[src/rtl/softmax_stream_unit.sv]
// -----------------------------------------------------------------------------
// softmax_stream_unit
//
// Streaming base-2 softmax engine. A vector of 1..MAX_LEN signed fixed-point
// logits (already scaled by log2(e) upstream) is buffered, then processed in
// three passes:
//   EXP : e_i = 2^(x_i - max) in unsigned Q1.FRAC_W, written back in place,
//         while the running sum is accumulated.
//   DIV : q_i = floor(e_i * 2^(OUT_W-1) / sum) by a restoring divider
//         (one dividend-load cycle plus OUT_W iteration cycles).
//   OUT : q_i is presented on the output stream until accepted.
// Only one vector is in flight; input is stalled (s_ready=0) outside LOAD.
//
// Ports
//   clk, rst_n        clock, synchronous active-low reset
//   s_valid/s_ready   input element handshake
//   s_data            signed logit, Q(DATA_W-FRAC_W).FRAC_W
//   s_last            marks the final element of a vector
//   m_valid/m_ready   output probability handshake
//   m_data            probability, unsigned Q1.(OUT_W-1)
//   m_last            marks the final probability of a vector
//   busy              high whenever the unit is not accepting input
//   len_err           vector was cut at MAX_LEN without s_last
// -----------------------------------------------------------------------------
module softmax_stream_unit #(
  parameter int DATA_W  = 16,
  parameter int FRAC_W  = 8,
  parameter int MAX_LEN = 64,
  parameter int LEN_W   = $clog2(MAX_LEN + 1),
  parameter int OUT_W   = 16
) (
  input  logic              clk,
  input  logic              rst_n,
  input  logic              s_valid,
  output logic              s_ready,
  input  logic [DATA_W-1:0] s_data,
  input  logic              s_last,
  output logic              m_valid,
  input  logic              m_ready,
  output logic [OUT_W-1:0]  m_data,
  output logic              m_last,
  output logic              busy,
  output logic              len_err
);

  localparam int ADDR_W = (MAX_LEN > 1) ? $clog2(MAX_LEN) : 1;
  localparam int EXP_W  = FRAC_W + 1;           // Q1.FRAC_W exp value
  localparam int SUM_W  = FRAC_W + 1 + LEN_W;   // sum of up to MAX_LEN exps
  localparam int M_W    = DATA_W + 1;           // max - x, never negative
  localparam int K_W    = M_W - FRAC_W;         // integer part of max - x
  localparam int NUM_W  = FRAC_W + 2;           // holds 2^(FRAC_W+1)
  localparam int DC_W   = $clog2(OUT_W + 1);

  localparam logic [NUM_W-1:0] NUM_TOP = NUM_W'(2 ** (FRAC_W + 1));
  localparam logic [OUT_W-1:0] Q_ONE   = {1'b1, {(OUT_W - 1){1'b0}}};

  typedef enum logic [1:0] {ST_LOAD, ST_EXP, ST_DIV, ST_OUT} state_e;

  state_e state_q, state_d;

  // Element buffer: holds logits during LOAD, exp values after EXP.
  logic [DATA_W-1:0] mem_q [MAX_LEN];
  logic              mem_we;
  logic [ADDR_W-1:0] mem_waddr;
  logic [DATA_W-1:0] mem_wdata;

  logic [LEN_W-1:0]         cnt_q, cnt_d;
  logic [LEN_W-1:0]         len_q, len_d;
  logic [LEN_W-1:0]         idx_q, idx_d;
  logic signed [DATA_W-1:0] max_q, max_d;
  logic [SUM_W-1:0]         sum_q, sum_d;
  logic [SUM_W-1:0]         rem_q, rem_d;
  logic [OUT_W-1:0]         quo_q, quo_d;
  logic [DC_W-1:0]          div_cnt_q, div_cnt_d;
  logic                     len_err_q, len_err_d;

  // Control terms shared by the next-state and datapath logic.
  logic in_fire, out_fire, at_max, load_end, idx_last, div_done;

  assign in_fire  = s_valid && (state_q == ST_LOAD);
  assign out_fire = m_ready && (state_q == ST_OUT);
  assign at_max   = (cnt_q == LEN_W'(MAX_LEN - 1));
  assign load_end = in_fire && (s_last || at_max);
  assign idx_last = (idx_q == len_q - LEN_W'(1));
  assign div_done = (div_cnt_q == DC_W'(OUT_W));

  // Buffer read port, shared by EXP (logit) and DIV (exp value).
  logic [DATA_W-1:0] cur;
  logic [EXP_W-1:0]  rd_exp;

  assign cur    = mem_q[idx_q[ADDR_W-1:0]];
  assign rd_exp = cur[EXP_W-1:0];

  // 2^-(max - x): split into integer k and fraction f, approximate
  // 2^-f by the linear term (2 - f), then shift by k+1.
  logic [M_W-1:0]    m_diff;
  logic [K_W-1:0]    k_int;
  logic [FRAC_W-1:0] f_frac;
  logic [NUM_W-1:0]  num;
  logic [EXP_W-1:0]  exp_val;

  // NOTE: every always_comb output gets a default before any branch, so no
  // path can leave it unassigned and infer a latch.
  always_comb begin
    m_diff = {max_q[DATA_W-1], max_q} - {cur[DATA_W-1], cur};
    k_int  = m_diff[M_W-1:FRAC_W];
    f_frac = m_diff[FRAC_W-1:0];
    num    = NUM_TOP - {2'b00, f_frac};
    exp_val = '0;
    // Shifts of FRAC_W+2 or more would clear every bit anyway.
    if (k_int < K_W'(FRAC_W + 1)) begin
      exp_val = EXP_W'(num >> (k_int + K_W'(1)));
    end
  end

  // One restoring-division step: shift the next dividend bit (MSB of the
  // quotient shift register) into the partial remainder.
  logic [SUM_W:0]   trial;
  logic             trial_ge;
  logic [SUM_W-1:0] rem_step;
  logic [OUT_W-1:0] q_sat;

  always_comb begin
    trial    = {rem_q, quo_q[OUT_W-1]};
    trial_ge = (trial >= {1'b0, sum_q});
    rem_step = trial_ge ? SUM_W'(trial - {1'b0, sum_q}) : trial[SUM_W-1:0];
    q_sat    = (quo_q > Q_ONE) ? Q_ONE : quo_q;
  end

  // ---------------------------------------------------------------------------
  // FSM: state register
  // ---------------------------------------------------------------------------
  // NOTE: clocked state uses non-blocking assignments so every flop samples
  // the pre-edge values regardless of statement order.
  always_ff @(posedge clk) begin
    if (!rst_n) state_q <= ST_LOAD;
    else        state_q <= state_d;
  end

  // FSM: next state
  always_comb begin
    state_d = state_q;
    unique case (state_q)
      ST_LOAD: if (load_end) state_d = ST_EXP;
      ST_EXP:  if (idx_last) state_d = ST_DIV;
      ST_DIV:  if (div_done) state_d = ST_OUT;
      ST_OUT:  if (out_fire) state_d = idx_last ? ST_LOAD : ST_DIV;
      default: state_d = ST_LOAD;
    endcase
  end

  // FSM: outputs
  always_comb begin
    s_ready = (state_q == ST_LOAD);
    busy    = (state_q != ST_LOAD);
    m_valid = (state_q == ST_OUT);
    m_data  = m_valid ? q_sat : '0;
    m_last  = m_valid && idx_last;
    len_err = len_err_q;
  end

  // ---------------------------------------------------------------------------
  // Datapath next-state
  // ---------------------------------------------------------------------------
  always_comb begin
    cnt_d     = cnt_q;
    len_d     = len_q;
    idx_d     = idx_q;
    max_d     = max_q;
    sum_d     = sum_q;
    rem_d     = rem_q;
    quo_d     = quo_q;
    div_cnt_d = div_cnt_q;
    len_err_d = len_err_q;
    mem_we    = 1'b0;
    mem_waddr = idx_q[ADDR_W-1:0];
    mem_wdata = '0;

    unique case (state_q)
      ST_LOAD: begin
        if (in_fire) begin
          mem_we    = 1'b1;
          mem_waddr = cnt_q[ADDR_W-1:0];
          mem_wdata = s_data;
          cnt_d     = cnt_q + LEN_W'(1);
          if (cnt_q == '0) begin
            max_d     = $signed(s_data);
            len_err_d = 1'b0;
          end else if ($signed(s_data) > max_q) begin
            max_d = $signed(s_data);
          end
          if (load_end) begin
            len_d     = cnt_q + LEN_W'(1);
            idx_d     = '0;
            sum_d     = '0;
            // Ending without s_last means the MAX_LEN cut-off was hit.
            len_err_d = !s_last;
          end
        end
      end

      ST_EXP: begin
        mem_we    = 1'b1;
        mem_wdata = DATA_W'(exp_val);
        sum_d     = sum_q + SUM_W'(exp_val);
        if (idx_last) begin
          idx_d     = '0;
          div_cnt_d = '0;
        end else begin
          idx_d = idx_q + LEN_W'(1);
        end
      end

      ST_DIV: begin
        if (div_cnt_q == '0) begin
          // Dividend is e << (OUT_W-1). Its bits above the low OUT_W are
          // e >> 1, which is always below sum, so they seed the remainder
          // and OUT_W steps produce the full quotient.
          rem_d = SUM_W'(rd_exp >> 1);
          quo_d = {rd_exp[0], {(OUT_W - 1){1'b0}}};
        end else begin
          rem_d = rem_step;
          quo_d = {quo_q[OUT_W-2:0], trial_ge};
        end
        div_cnt_d = div_cnt_q + DC_W'(1);
      end

      ST_OUT: begin
        if (out_fire) begin
          div_cnt_d = '0;
          if (idx_last) begin
            cnt_d = '0;
            sum_d = '0;
            idx_d = '0;
          end else begin
            idx_d = idx_q + LEN_W'(1);
          end
        end
      end

      default: ;
    endcase
  end

  always_ff @(posedge clk) begin
    if (!rst_n) begin
      cnt_q     <= '0;
      len_q     <= '0;
      idx_q     <= '0;
      max_q     <= '0;
      sum_q     <= '0;
      rem_q     <= '0;
      quo_q     <= '0;
      div_cnt_q <= '0;
      len_err_q <= 1'b0;
    end else begin
      cnt_q     <= cnt_d;
      len_q     <= len_d;
      idx_q     <= idx_d;
      max_q     <= max_d;
      sum_q     <= sum_d;
      rem_q     <= rem_d;
      quo_q     <= quo_d;
      div_cnt_q <= div_cnt_d;
      len_err_q <= len_err_d;
    end
  end

  // NOTE: the buffer is not reset; every entry is written in LOAD before it
  // is read, so clearing it would only cost logic.
  always_ff @(posedge clk) begin
    if (mem_we) mem_q[mem_waddr] <= mem_wdata;
  end

endmodule

[config.mk]
export PLATFORM = sky130hd
export DESIGN_NAME = softmax_stream_unit
export DESIGN_NICKNAME = d
export VERILOG_FILES = /design/src/rtl/softmax_stream_unit.sv
export SDC_FILE = /design/constraint.sdc
export NUM_CORES = 1
export LEC_CHECK = 0
export BUFFER_PORTS_ARGS = -buffer_cell sky130_fd_sc_hd__buf_2
export CORE_MARGIN = 8
export CORE_UTILIZATION = 60
export DETAILED_ROUTE_END_ITERATION = 12
export GPL_ROUTABILITY_DRIVEN = 0
export PLACE_DENSITY = 0.74
export SKIP_LAST_GASP = 1
export SYNTH_ARGS = -nofsm -noshare
export SYNTH_HDL_FRONTEND = slang
export SYNTH_SLANG_ARGS = --single-unit
[constraint.sdc]
create_clock -name clk -period 18.9 [get_ports clk]
set_input_delay 1.89 -clock clk [delete_from_list [all_inputs] [get_ports clk]]
set_output_delay 1.89 -clock clk [all_outputs]
set_load 0.05 [all_outputs]
# After elaboration in Yosys (flattened, before gate mapping)

Memory sizes are Yosys's and may differ from the RTL's. A register that Yosys moved wholly into a read port is not among the register bits.
Cells that the tools add are included.

Register bits: 93
RAM bits: 1,024
Bits of input ports: 21
Logic and storage cells: 103
Memories: 1
Latch bits: 0
Output and inout bits: 21
Bits in read-only memories: 0

Equality and inequality tests: 12
Bitwise logic cells: 0
Shifts and indexed selects: 1
Reductions and logical operators: 23
Multiply operators: 0
$add $sub $neg: 9
Div/mod/pow operators: 0
Mux-type cells: 43
Order comparisons: 4

Memories:

| name  | words | bits a word | rd ports | clocked after memory_dff | wr ports | line | source |
|---|---|---|---|---|---|---|---|
| mem_q | 64    | 16          | 1        | 1                        | 1        | 62   | `logic [DATA_W-1:0] mem_q [MAX_LEN];` |

Operator list:

| operator                | number |
|---|---|
| $mux W16                | 12 |
| $mux W7                 | 7 |
| $pmux W16 S3            | 1 |
| $pmux W16 S2            | 1 |
| $mux W6                 | 4 |
| $pmux W7 S3             | 1 |
| $ge A17 B16 Y1          | 1 |
| $sub A16 B16 Y17        | 1 |
| $add A16 B9 Y16         | 1 |
| $gt A16 B16 Y1          | 1 |
| $gt A16 B16 Y1 const B  | 1 |
| $sub A16 B16 Y16        | 1 |
| $pmux W5 S3             | 1 |
| $add A7 B1 Y7 const B   | 2 |
| $pmux W7 S2             | 1 |
| $reduce_and A3 Y1       | 4 |
| $reduce_and A4 Y1       | 3 |
| $mux W2                 | 5 |
| $mux W5                 | 2 |
| $shr A10 B9 Y9          | 1 |
| $sub A10 B8 Y10 const A | 1 |
| $add A9 B1 Y9 const B   | 1 |
| $lt A9 B4 Y1 const B    | 1 |
| $mux W9                 | 1 |
| other kinds (21)        | 37 |

# Depth between registers and ports, before layout

Word-level depth: 8
Mapped depth: 34
Mapped depth without buffers: 29

# Worst setup path before layout

Ideal clock, no wire load.

Kind: register to register
Start point: reg with a tool-made name
End point: reg sum_q[12]
Cell stages (with the launch flop): 34
Clock period less this slack: 7.623 ns
Arrival: 7.488 ns
Buffers on the path: 5
Required time: 18.765 ns
Setup slack: 11.277 ns
Setup time: 0.135 ns
Path through: dfxtp_1 > clkbuf_1 > buf_4 > buf_2 > mux4_2 > mux4_2 > mux4_2 > ha_1 > fa_1 > nand2b_1 > a21o_1 > o2bb2ai_2 > xor2_2 > inv_2 > buf_4 > ha_1 > clkbuf_1 > mux4_2 > nand2_1 > o21ai_0 > o32ai_1 > and2_1 > ha_1 > inv_1 > fa_1 > nor2b_1 > o21ai_0 > a21boi_0 > o21ai_0 > a21boi_0 > o211ai_1 > a211oi_1 > xnor2_1 > nor2_1

RTL lines:

| item                 | line | source |
|---|---|---|
| end signal, assigned | 261  | `sum_q <= sum_d;` |
| end, declared        | 71   | `logic [SUM_W-1:0] sum_q, sum_d;` |

==> results.sh <==
export IMPL_status="finished clean"
export IMPL_yosysUniqueCellTypes=89
export IMPL_cts_tree="built"
export IMPL_use_met1_pct=35.8
export IMPL_hold_viol=0
export IMPL_cts_buffer_depth=3
export IMPL_ys_seq_elements=1123
export IMPL_worstPathMaxFanout=65
export IMPL_core_area_sq_mm=0.0786
export IMPL_busiest_layer="met2"
export IMPL_grt_pass1_vias=26100
export IMPL_synth_compound_area_share_pct=4.28
export IMPL_setup_tns_ns=0
export IMPL_cp_end_kind="flop"
export IMPL_critPathKind="flop to flop"
export IMPL_dr_pass1_iters=6
export IMPL_synthSimpleGateAreaFrac_pct=5.21
export IMPL_drtAntennaViolNets=0
export IMPL_dpl_hpwl_mm=69.6
export IMPL_maxCapViolations=0
export IMPL_cts_num_sinks=1123
export IMPL_avgSynthCellArea_sq_um=17.9
export IMPL_relSlewSlack_pct=15.8
export IMPL_core_rowCount=103
export IMPL_synth_adder_area_share_pct=1.87
export IMPL_post_route_util_pct=67.0
export IMPL_ys_warn_count=0
export IMPL_max_stage_delay_ns=0.91
export IMPL_grt_overflow=0
export IMPL_drv_slew=0
export IMPL_die_w_um=297
export IMPL_total_power_mw=5.37
export IMPL_grt_setup_unrepaired="false"
export IMPL_syn_area_sq_mm=0.0475
export IMPL_use_met3_pct=4.61
export IMPL_drtIter0Drc=2708
export IMPL_grt_pass1_wl_mm=174
export IMPL_htreeDepth=3
export IMPL_area_delta_synth_final_pct=11.0
export IMPL_clk_pin_slew_ns=0.06
export IMPL_place_area_sq_mm=0.0492
export IMPL_startpoint_type="flop"
export IMPL_finalClockSkew_ns=0.0245
export IMPL_cts_buffers=108
export IMPL_drc=0
export IMPL_post_route_period_util_pct=57.2
export IMPL_cts_resized=0
export IMPL_power_density_mw_per_mm2=102
export IMPL_clockRootBuffer="clkbuf_16"
export IMPL_wl_per_cell_um=30.2
export IMPL_antenna_found_initial=6
export IMPL_irDropWorstVdd_mv=0.0915
export IMPL_cp_required_ns=19.43
export IMPL_start_util_pct=60.4
export IMPL_crit_arrival_ns=11.34
export IMPL_ys_seq_area_share_pct=69.0
export IMPL_layout_nets=2844
export IMPL_io_pins=42
export IMPL_io_buffers=41
export IMPL_insertion_delay_ns=0.68
export IMPL_final_cell_mix="edfxtp_1 (1024), mux4_2 (337), nor2_1 (130)"
export IMPL_grt_total_usage_pct=26.4
export IMPL_n_antenna_cell=0
export IMPL_cts_hold_buf=0
export IMPL_hold_class="flop to flop"
export IMPL_synth_top_family_by_area="multiplexers"
export IMPL_mostFrequentLayoutCell="edfxtp_1"
export IMPL_viasPerCell=6.71
export IMPL_synth_async_sr_flop_share_pct=0
export IMPL_dp_cells=3694
export IMPL_synth_fp_nets=2737
export IMPL_tightest_slew_ns=1.26
export IMPL_synthFlopType="edfxtp_1"
export IMPL_synth_xor_area_share_pct=1.01
export IMPL_use_met2_pct=43.6
export IMPL_layout_drive_gt1_share_pct=24.0
export IMPL_p_leak_nw=16.9
export IMPL_report_final_setup_viol=0
export IMPL_wl_mm=117
export IMPL_fmax_mhz=92.5
export IMPL_num_vias=26100
export IMPL_fin_cells=3887
export IMPL_synth_cells=2647
export IMPL_slowest_stage="buf_4"
export IMPL_synthMuxAreaShare_pct=16.7
export IMPL_dieArea_sq_mm=0.0883
export IMPL_finalCriticalPeriod_ns=10.81
export IMPL_post_cts_buffers=0
export IMPL_die_y_um=297
export IMPL_final_cell_area_sq_mm=0.0527
export IMPL_synth_edf_count=1024
export IMPL_grt_max_degree=115
==> path summary, 6_finish.rpt <==
check / to / start / cells past startpoint / slack [ns]
hold reg to reg: rem_q[15] / rem_q[15] / 2 / 0.48
setup / recovery: sum_q[12] / flop / 31 / 8.09
hold / removal: rem_q[15] / rem_q[15] / 2 / 0.48
setup reg to reg: sum_q[12] / flop / 31 / 8.09
==> per-stage QoR <==
stage,hold WS [ns],setup slack (ns)
floorplan,0.443,11.28
global placement,0.456,8.52
detailed placement,0.469,8.30
CTS,0.478,8.15
global route,0.491,7.36
finish,0.475,8.09
==> synth_stat cells (8+ instances only) <==
cell      count  area, sq um
nor2_1      130          488
buf_4         9         67.6
o21a_1       16          120
and2_1       19          119
nor3_1       25          125
o21ai_0      48          240
a21o_1       20          150
nand2_1     125          469
xnor2_1      34          298
buf_2        29          145
inv_1        81          304
xor2_1       19          166
and3_1       22          138
ha_1         66          826
nor2b_1      27          169
nor4_1        8         50.1
buf_1        16         60.1
dfxtp_1      99         1980
o31ai_1      13         97.6
nand4_1      19          119
edfxtp_1   1024        30700
nand3_1      91          455
a22oi_1      11         82.6
a21boi_0     19          143
o211ai_1     19          143
o21ai_1      10         50.1
clkbuf_1     86          323
mux2_2       16          180
nand2b_1      9         56.3
mux2i_1      16          160
mux4_2      337         7590
a211oi_1     17          128
a21oi_1      58          290
==> report_power, final <==
part           switching [mW]  internal [mW]  total [mW]  leakage [nW]
clock network           0.910           1.21        2.12          1.68
registers              0.0139           2.73        2.74          10.3
logic                   0.332          0.183       0.515          4.92
total                    1.26           4.12        5.37          16.9
==> routing by layer <==
metal / wire length [um] / share of wire [%]
met5: 26 / 0.022
met4: 4410 / 3.8
met3: 10500 / 9.0
met2: 58100 / 49
met1: 44300 / 38
==> critical path: cells and delay by family, from the launching register on <==
kind	cells	cell delay [ns]
buffers and inverters	5	2.90
AO/OA/AOI/OAI	9	1.93
adder cells (fa/ha/maj)	5	1.49
multiplexers	3	1.41
XOR/XNOR	4	1.32
AND/OR/NAND/NOR	5	1.10
flip-flops	1	0.43
==> registers in the layout, indices dropped and copies added (netlist names), named ones only <==
signal     count
mem_q       1024
max_q         16
quo_q         16
rem_q         16
sum_q         16
cnt_q          7
idx_q          7
len_q          7
div_cnt_q      5
state_q        2
len_err        1
==> final cells by class <==
cell class / instances / area (sq um)
timing repair buffer: 139 / 953
clock inverter: 57 / 561
inverter: 83 / 312
fill: 5010 / 26000
multi-input combinational: 1299 / 13900
sequential: 1123 / 32700
tap: 1050 / 1310
clock buffer: 136 / 2890
==> cell families after synthesis <==
kind of cell	after synthesis
buffers and inverters	225
muxes	369
and+or+nand+nor	511
DFF	1123
AOI/OAI and AO/OA	296
xor gates and xnor gates	54
adders and majority gates	69
No activity file was read; power rests on OpenSTA's default activity.
